==> config.mk <==
export PLATFORM = sky130hd
export DESIGN_NAME = mc_maindec_flat
export DESIGN_NICKNAME = d
export VERILOG_FILES = /design/src/rtl/mips_pkg.sv /design/src/rtl/mc_maindec_if.sv /design/src/rtl/mc_outdec.sv /design/src/rtl/mc_maindec.sv /design/src/flat_wrapper.sv
export SDC_FILE = /design/constraint.sdc
export NUM_CORES = 1
export LEC_CHECK = 0
export CAP_MARGIN = 20
export CELL_PAD_IN_SITES_DETAIL_PLACEMENT = 1
export CELL_PAD_IN_SITES_GLOBAL_PLACEMENT = 1
export CORE_MARGIN = 2
export CORE_UTILIZATION = 27
export DETAILED_ROUTE_END_ITERATION = 8
export PLACE_DENSITY_LB_ADDON = 0.12
export SLEW_MARGIN = 0
export SYNTH_ARGS = -nofsm -noshare
export SYNTH_HDL_FRONTEND = slang
export SYNTH_SLANG_ARGS = --single-unit
export TNS_END_PERCENT = 10
==> constraint.sdc <==
create_clock -name clk -period 2.1 [get_ports clk]
set_input_delay 0.42 -clock clk [delete_from_list [all_inputs] [get_ports clk]]
set_output_delay 0.42 -clock clk [all_outputs]
set_load 0.1 [all_outputs]
==> src/rtl/mips_pkg.sv <==
// Shared MIPS control constants: opcodes, datapath select encodings, multicycle FSM states
// and the control word driven by the main decoder.
package mips_pkg;

  localparam logic [5:0] OP_RTYPE = 6'b000000;
  localparam logic [5:0] OP_LW    = 6'b100011;
  localparam logic [5:0] OP_SW    = 6'b101011;
  localparam logic [5:0] OP_BEQ   = 6'b000100;
  localparam logic [5:0] OP_ADDI  = 6'b001000;
  localparam logic [5:0] OP_J     = 6'b000010;

  localparam logic [1:0] ALUOP_ADD   = 2'b00;
  localparam logic [1:0] ALUOP_SUB   = 2'b01;
  localparam logic [1:0] ALUOP_FUNCT = 2'b10;

  localparam logic [1:0] SRCB_REG   = 2'b00;
  localparam logic [1:0] SRCB_FOUR  = 2'b01;
  localparam logic [1:0] SRCB_IMM   = 2'b10;
  localparam logic [1:0] SRCB_IMMSH = 2'b11;

  localparam logic [1:0] PCSRC_ALU    = 2'b00;
  localparam logic [1:0] PCSRC_ALUOUT = 2'b01;
  localparam logic [1:0] PCSRC_JUMP   = 2'b10;

  typedef enum logic [3:0] {
    StFetch   = 4'd0,
    StDecode  = 4'd1,
    StMemAdr  = 4'd2,
    StMemRd   = 4'd3,
    StMemWb   = 4'd4,
    StMemWr   = 4'd5,
    StRtypeEx = 4'd6,
    StRtypeWb = 4'd7,
    StBeqEx   = 4'd8,
    StAddiEx  = 4'd9,
    StAddiWb  = 4'd10,
    StJEx     = 4'd11
  } state_e;

  typedef struct packed {
    logic       pcwrite;
    logic       branch;
    logic       irwrite;
    logic       memwrite;
    logic       regwrite;
    logic       iord;
    logic       memtoreg;
    logic       regdst;
    logic       alusrca;
    logic [1:0] alusrcb;
    logic [1:0] pcsrc;
    logic [1:0] aluop;
    logic       illegal_op;
  } ctrl_t;

  function automatic logic op_supported(logic [5:0] op);
    return (op == OP_RTYPE) || (op == OP_LW) || (op == OP_SW) ||
           (op == OP_BEQ) || (op == OP_ADDI) || (op == OP_J);
  endfunction

endpackage

==> src/rtl/mc_maindec_if.sv <==
// Main-decoder bundle: instruction opcode and memory ready in, datapath control word out.
interface mc_maindec_if;
  logic [5:0] op;
  logic       mem_ready;
  logic       pcwrite;
  logic       branch;
  logic       irwrite;
  logic       memwrite;
  logic       regwrite;
  logic       iord;
  logic       memtoreg;
  logic       regdst;
  logic       alusrca;
  logic [1:0] alusrcb;
  logic [1:0] pcsrc;
  logic [1:0] aluop;
  logic       illegal_op;
  logic [3:0] state_dbg;

  modport master (
    output op, mem_ready,
    input  pcwrite, branch, irwrite, memwrite, regwrite, iord, memtoreg, regdst, alusrca,
    input  alusrcb, pcsrc, aluop, illegal_op, state_dbg
  );

  modport slave (
    input  op, mem_ready,
    output pcwrite, branch, irwrite, memwrite, regwrite, iord, memtoreg, regdst, alusrca,
    output alusrcb, pcsrc, aluop, illegal_op, state_dbg
  );
endinterface

==> src/rtl/mc_outdec.sv <==
// Combinational state -> control-word table for the multicycle main decoder.
module mc_outdec
  import mips_pkg::*;
(
  input  state_e     state_i,
  input  logic [5:0] op_i,
  input  logic       mem_ready_i,
  output ctrl_t      ctrl_o
);

  always_comb begin
    ctrl_o = '0;
    case (state_i)
      StFetch: begin
        ctrl_o.alusrcb = SRCB_FOUR;
        ctrl_o.aluop   = ALUOP_ADD;
        ctrl_o.pcsrc   = PCSRC_ALU;
        // PC+4 and IR load only on the cycle memory actually returns the instruction
        ctrl_o.irwrite = mem_ready_i;
        ctrl_o.pcwrite = mem_ready_i;
      end
      StDecode: begin
        ctrl_o.alusrcb    = SRCB_IMMSH;
        ctrl_o.aluop      = ALUOP_ADD;
        ctrl_o.illegal_op = !op_supported(op_i);
      end
      StMemAdr, StAddiEx: begin
        ctrl_o.alusrca = 1'b1;
        ctrl_o.alusrcb = SRCB_IMM;
        ctrl_o.aluop   = ALUOP_ADD;
      end
      StMemRd: ctrl_o.iord = 1'b1;
      StMemWb: begin
        ctrl_o.memtoreg = 1'b1;
        ctrl_o.regwrite = 1'b1;
      end
      StMemWr: begin
        ctrl_o.iord     = 1'b1;
        ctrl_o.memwrite = 1'b1;
      end
      StRtypeEx: begin
        ctrl_o.alusrca = 1'b1;
        ctrl_o.alusrcb = SRCB_REG;
        ctrl_o.aluop   = ALUOP_FUNCT;
      end
      StRtypeWb: begin
        ctrl_o.regdst   = 1'b1;
        ctrl_o.regwrite = 1'b1;
      end
      StBeqEx: begin
        ctrl_o.alusrca = 1'b1;
        ctrl_o.alusrcb = SRCB_REG;
        ctrl_o.aluop   = ALUOP_SUB;
        ctrl_o.pcsrc   = PCSRC_ALUOUT;
        ctrl_o.branch  = 1'b1;
      end
      StAddiWb: ctrl_o.regwrite = 1'b1;
      StJEx: begin
        ctrl_o.pcsrc   = PCSRC_JUMP;
        ctrl_o.pcwrite = 1'b1;
      end
      default: ctrl_o = '0;
    endcase
  end

endmodule

==> src/rtl/mc_maindec.sv <==
// Multicycle MIPS main decoder: state register and next-state logic; outputs come from mc_outdec.
module mc_maindec
  import mips_pkg::*;
#(
  parameter bit MEM_HANDSHAKE = 1'b1
) (
  input  logic         clk,
  input  logic         reset,
  mc_maindec_if.slave  bus
);

  state_e state_q, state_d;
  state_e dec_state;
  logic   ready;
  ctrl_t  ctrl, ctrl_out;

  assign ready = MEM_HANDSHAKE ? bus.mem_ready : 1'b1;

  always_comb begin
    state_d = state_q;
    case (state_q)
      StFetch:  if (ready) state_d = StDecode;
      StDecode: begin
        case (bus.op)
          OP_LW, OP_SW: state_d = StMemAdr;
          OP_RTYPE:     state_d = StRtypeEx;
          OP_BEQ:       state_d = StBeqEx;
          OP_ADDI:      state_d = StAddiEx;
          OP_J:         state_d = StJEx;
          default:      state_d = StFetch;
        endcase
      end
      StMemAdr:  state_d = (bus.op == OP_LW) ? StMemRd : StMemWr;
      StMemRd:   if (ready) state_d = StMemWb;
      StMemWr:   if (ready) state_d = StFetch;
      StRtypeEx: state_d = StRtypeWb;
      StAddiEx:  state_d = StAddiWb;
      StMemWb, StRtypeWb, StBeqEx, StAddiWb, StJEx: state_d = StFetch;
      default:   state_d = StFetch;
    endcase
  end

  always_ff @(posedge clk) begin
    if (reset) state_q <= StFetch;
    else       state_q <= state_d;
  end

  // During reset the selects show FETCH values even before the first reset edge lands
  assign dec_state = reset ? StFetch : state_q;

  mc_outdec u_outdec (
    .state_i     (dec_state),
    .op_i        (bus.op),
    .mem_ready_i (ready),
    .ctrl_o      (ctrl)
  );

  always_comb begin
    ctrl_out = ctrl;
    if (reset) begin
      ctrl_out.pcwrite    = 1'b0;
      ctrl_out.branch     = 1'b0;
      ctrl_out.irwrite    = 1'b0;
      ctrl_out.memwrite   = 1'b0;
      ctrl_out.regwrite   = 1'b0;
      ctrl_out.illegal_op = 1'b0;
    end
  end

  assign bus.pcwrite    = ctrl_out.pcwrite;
  assign bus.branch     = ctrl_out.branch;
  assign bus.irwrite    = ctrl_out.irwrite;
  assign bus.memwrite   = ctrl_out.memwrite;
  assign bus.regwrite   = ctrl_out.regwrite;
  assign bus.iord       = ctrl_out.iord;
  assign bus.memtoreg   = ctrl_out.memtoreg;
  assign bus.regdst     = ctrl_out.regdst;
  assign bus.alusrca    = ctrl_out.alusrca;
  assign bus.alusrcb    = ctrl_out.alusrcb;
  assign bus.pcsrc      = ctrl_out.pcsrc;
  assign bus.aluop      = ctrl_out.aluop;
  assign bus.illegal_op = ctrl_out.illegal_op;
  assign bus.state_dbg  = state_q;

endmodule

==> src/flat_wrapper.sv <==
// flat-port wrapper written by rule: the top's interface ports become plain ports
module mc_maindec_flat import mips_pkg::*;
#(
  parameter bit MEM_HANDSHAKE = 1'b1
)
  (clk, reset, bus_op, bus_mem_ready, bus_pcwrite, bus_branch, bus_irwrite, bus_memwrite, bus_regwrite, bus_iord, bus_memtoreg, bus_regdst, bus_alusrca, bus_alusrcb, bus_pcsrc, bus_aluop, bus_illegal_op, bus_state_dbg);
  mc_maindec_if bus_i ();
  input  logic clk;
  input  logic reset;
  input wire logic [$bits(bus_i.op)-1:0] bus_op;
  input wire logic [$bits(bus_i.mem_ready)-1:0] bus_mem_ready;
  output wire logic [$bits(bus_i.pcwrite)-1:0] bus_pcwrite;
  output wire logic [$bits(bus_i.branch)-1:0] bus_branch;
  output wire logic [$bits(bus_i.irwrite)-1:0] bus_irwrite;
  output wire logic [$bits(bus_i.memwrite)-1:0] bus_memwrite;
  output wire logic [$bits(bus_i.regwrite)-1:0] bus_regwrite;
  output wire logic [$bits(bus_i.iord)-1:0] bus_iord;
  output wire logic [$bits(bus_i.memtoreg)-1:0] bus_memtoreg;
  output wire logic [$bits(bus_i.regdst)-1:0] bus_regdst;
  output wire logic [$bits(bus_i.alusrca)-1:0] bus_alusrca;
  output wire logic [$bits(bus_i.alusrcb)-1:0] bus_alusrcb;
  output wire logic [$bits(bus_i.pcsrc)-1:0] bus_pcsrc;
  output wire logic [$bits(bus_i.aluop)-1:0] bus_aluop;
  output wire logic [$bits(bus_i.illegal_op)-1:0] bus_illegal_op;
  output wire logic [$bits(bus_i.state_dbg)-1:0] bus_state_dbg;
  assign bus_i.op = bus_op;
  assign bus_i.mem_ready = bus_mem_ready;
  assign bus_pcwrite = bus_i.pcwrite;
  assign bus_branch = bus_i.branch;
  assign bus_irwrite = bus_i.irwrite;
  assign bus_memwrite = bus_i.memwrite;
  assign bus_regwrite = bus_i.regwrite;
  assign bus_iord = bus_i.iord;
  assign bus_memtoreg = bus_i.memtoreg;
  assign bus_regdst = bus_i.regdst;
  assign bus_alusrca = bus_i.alusrca;
  assign bus_alusrcb = bus_i.alusrcb;
  assign bus_pcsrc = bus_i.pcsrc;
  assign bus_aluop = bus_i.aluop;
  assign bus_illegal_op = bus_i.illegal_op;
  assign bus_state_dbg = bus_i.state_dbg;
  mc_maindec #(.MEM_HANDSHAKE(MEM_HANDSHAKE)) u_core (.clk(clk), .reset(reset), .bus(bus_i));
endmodule
==> run metrics <==
final core occ between 60% and 70%; top cell type by total area after synthesis dfxtp_1; number of global-route vias before repair 889; chip width 49.4 um; syn nets 89; setup_tns 0 ns; crit share post-route 99.0%; # fillers between 200 and 250; Root Driver clkbuf_4; worst hold path depth 2; CP max stage cell dlygate4sd2_1; initial antenna violation count 0; TritonCTS clock tree yes; clk sinks 4; Synth top area share 14.4%; mapped cell area between 500 and 600 um^2; fmax around 480 MHz; via/cell ratio between 5 and 6; Num CTS Buffers 3; CP Launch Type primary input; Yosys reg bits 4; # DRC 0; final WL between 2 and 3 mm; routability cong. roughly 0.7; Final Skew about 0.005 ns; CP required between 1.5 and 2 ns; synth warn 0; top-count cell post-synth nor3_1; Post-DP Area between 1000 and 1500 um^2; Worst setup EP type primary output; Worst-Skew Late Latency ~0.24 ns; worst-path cell chain dlygate4sd2_1 -> and3_1 -> o21ai_0 -> nor4b_4 -> buf_12; top post-synthesis cells by area dfxtp_1, nor3_1, nand2b_1; area grow syn2layout 135%; worst hold margin roughly 0.67 ns; Critical Path AT about 1.7 ns; largest net degree at the start of global routing 18; final hold viol count 0; GRT overflow 0; Setup CP Type in2out; Power Density ~300 nW/um^2; max_cap viols 0; post-DP HPWL between 1.5 and 2 mm; via count around 800; Max VDD drop approximately 0.00043 V; die height 49.4 um; clk slew on worst S/H paths ~0.040 ns; final setup margin between 0.02 and 0.025 ns; worst min path class reg2reg; Max FO, Critical Path 4; DP Worst Slack -0.297 ns; synth unique cells 38; FFs w/ async S/R, synth 0%; detailed router's first-iteration violation count 5; num rows 16; Worst R2R Path Depth 4; Final nets approximately 130; status completed; Tmin final a little over 2 ns; cell area after layout between 1000 and 1500 um^2; cells after synthesis 80; synth cell count leaders nor3_1, nand2_1, nor2_1; die area between 2000 and 2500 um^2; # hold bufs at CTS 0; DR WL/cell ~19 um; worst-case clock buffer depth 2; I/O Buffers 28; Max-Slew Margin vs Limit between 70% and 80%; initial core utilization between 20 and 30%; first-pass GRT wire length around 4.5 mm; H-tree Lvls 1; Critical Path Max Stage Delay ~0.30 ns; average cell area after synthesis 6.94 um^2; Slew Viols, Final 0; IO Pins 29; Leak between 0.5 and 0.6 nW; router iterations before antenna repair 4; max reg flops 4; Least-Margin Pin Slew 0.358 ns; EDFF count, synth 0; Final setup viols 0; Seq/Total Area, Yosys ~14%; Post-synth top flop dfxtp_1; antenna cells 0; core area 1940 um^2; layout cells sized above 1 between 50% and 60%; gr usage total 24.3%; Post-DRT Antenna Nets 0
## where the power goes
group          total, mW  switching [mW]  internal (mW)
Sequential        0.0829         0.00788         0.0750
Combinational      0.211           0.126         0.0852
Clock              0.100          0.0358         0.0642
## cells in the final DEF, fill, tap and decap left out, types with 2 or more instances in the layout
cell type        synthesis  final
buf_4                    1     18
buf_12                   0     17
nand2_1                  7      7
nand2b_1                 5      4
nor3_4                   0      4
dlygate4sd2_1            0      4
dfxtp_4                  0      4
nor2_1                   7      3
nor2_2                   0      3
a21oi_1                  4      3
nor3_1                   8      3
clkbuf_4                 0      3
or2_4                    1      2
nor4b_4                  0      2
inv_1                    2      2
a21o_1                   2      2
o2bb2ai_1                2      2
a311oi_1                 2      2
clkdlybuf4s50_1          0      2
## metrics by stage
stage	instances	total power [mW]
final	147	0.394
after global routing	147	0.411
after CTS	146	0.383
after detailed placement	142	0.275
after global placement	142	0.269
after floorplan	80	0.195
## critical path: cells and delay by family
| family | cells | cell delay, ns |
|---|---|---|
| AND/OR/NAND/NOR | 2 | 0.52 |
| AO/OA/AOI/OAI | 1 | 0.19 |
| buffers and inverters | 2 | 0.51 |
## routing by layer
metal / part of all wire, % / wire, um / vias up / track usage (%)
met5: 0 / 0 / - / 0
met4: 3.3 / 90 / 0 / 13.8
met3: 3.9 / 109 / 6 / 3.37
met2: 54 / 1490 / 28 / 43.7
met1: 39 / 1070 / 395 / 26.9
li1: - / - / 370 / -
## worst paths after layout
| check | start | endpoint | slack, ns |
|---|---|---|---|
| worst max-delay path | bus_op[5] | bus_illegal_op | 0.02 |
| worst min-delay path | u_core.bus.state_dbg[3] | u_core.bus.state_dbg[0] | 0.67 |
| worst max register to register | u_core.bus.state_dbg[3] | u_core.bus.state_dbg[1] | 0.51 |
| worst min register to register | u_core.bus.state_dbg[3] | u_core.bus.state_dbg[0] | 0.67 |
## logic make-up after synthesis
| family | count (synthesis) | synth area share [%] |
|---|---|---|
| DFF | 4 | 14.4 |
| and+or+nand+nor | 44 | 48.0 |
| xor gates and xnor gates | 2 | 3.15 |
| buffers and inverters | 9 | 8.33 |
| AOI/OAI and AO/OA | 21 | 26.1 |
## area by class of cell
| cell class | count | area, um^2 | area share, % |
|---|---|---|---|
| Tap cell | 27 | 33.8 | 2.59 |
| Multi-Input combinational cell | 67 | 593 | 45.5 |
| Clock buffer | 3 | 22.5 | 1.73 |
| Inverter | 2 | 7.51 | 0.576 |
| Timing Repair Buffer | 44 | 552 | 42.3 |
| Sequential cell | 4 | 95.1 | 7.29 |
## timing repair
item / CTS / global route
pin swaps: 3 / 2
setup buffers: 1 / 1
gates resized for setup: 16 / 4
setup endpoints to repair: 1 / 1
hold endpoints to repair: 0 / 0
No activity file was read; power rests on OpenSTA's default activity.
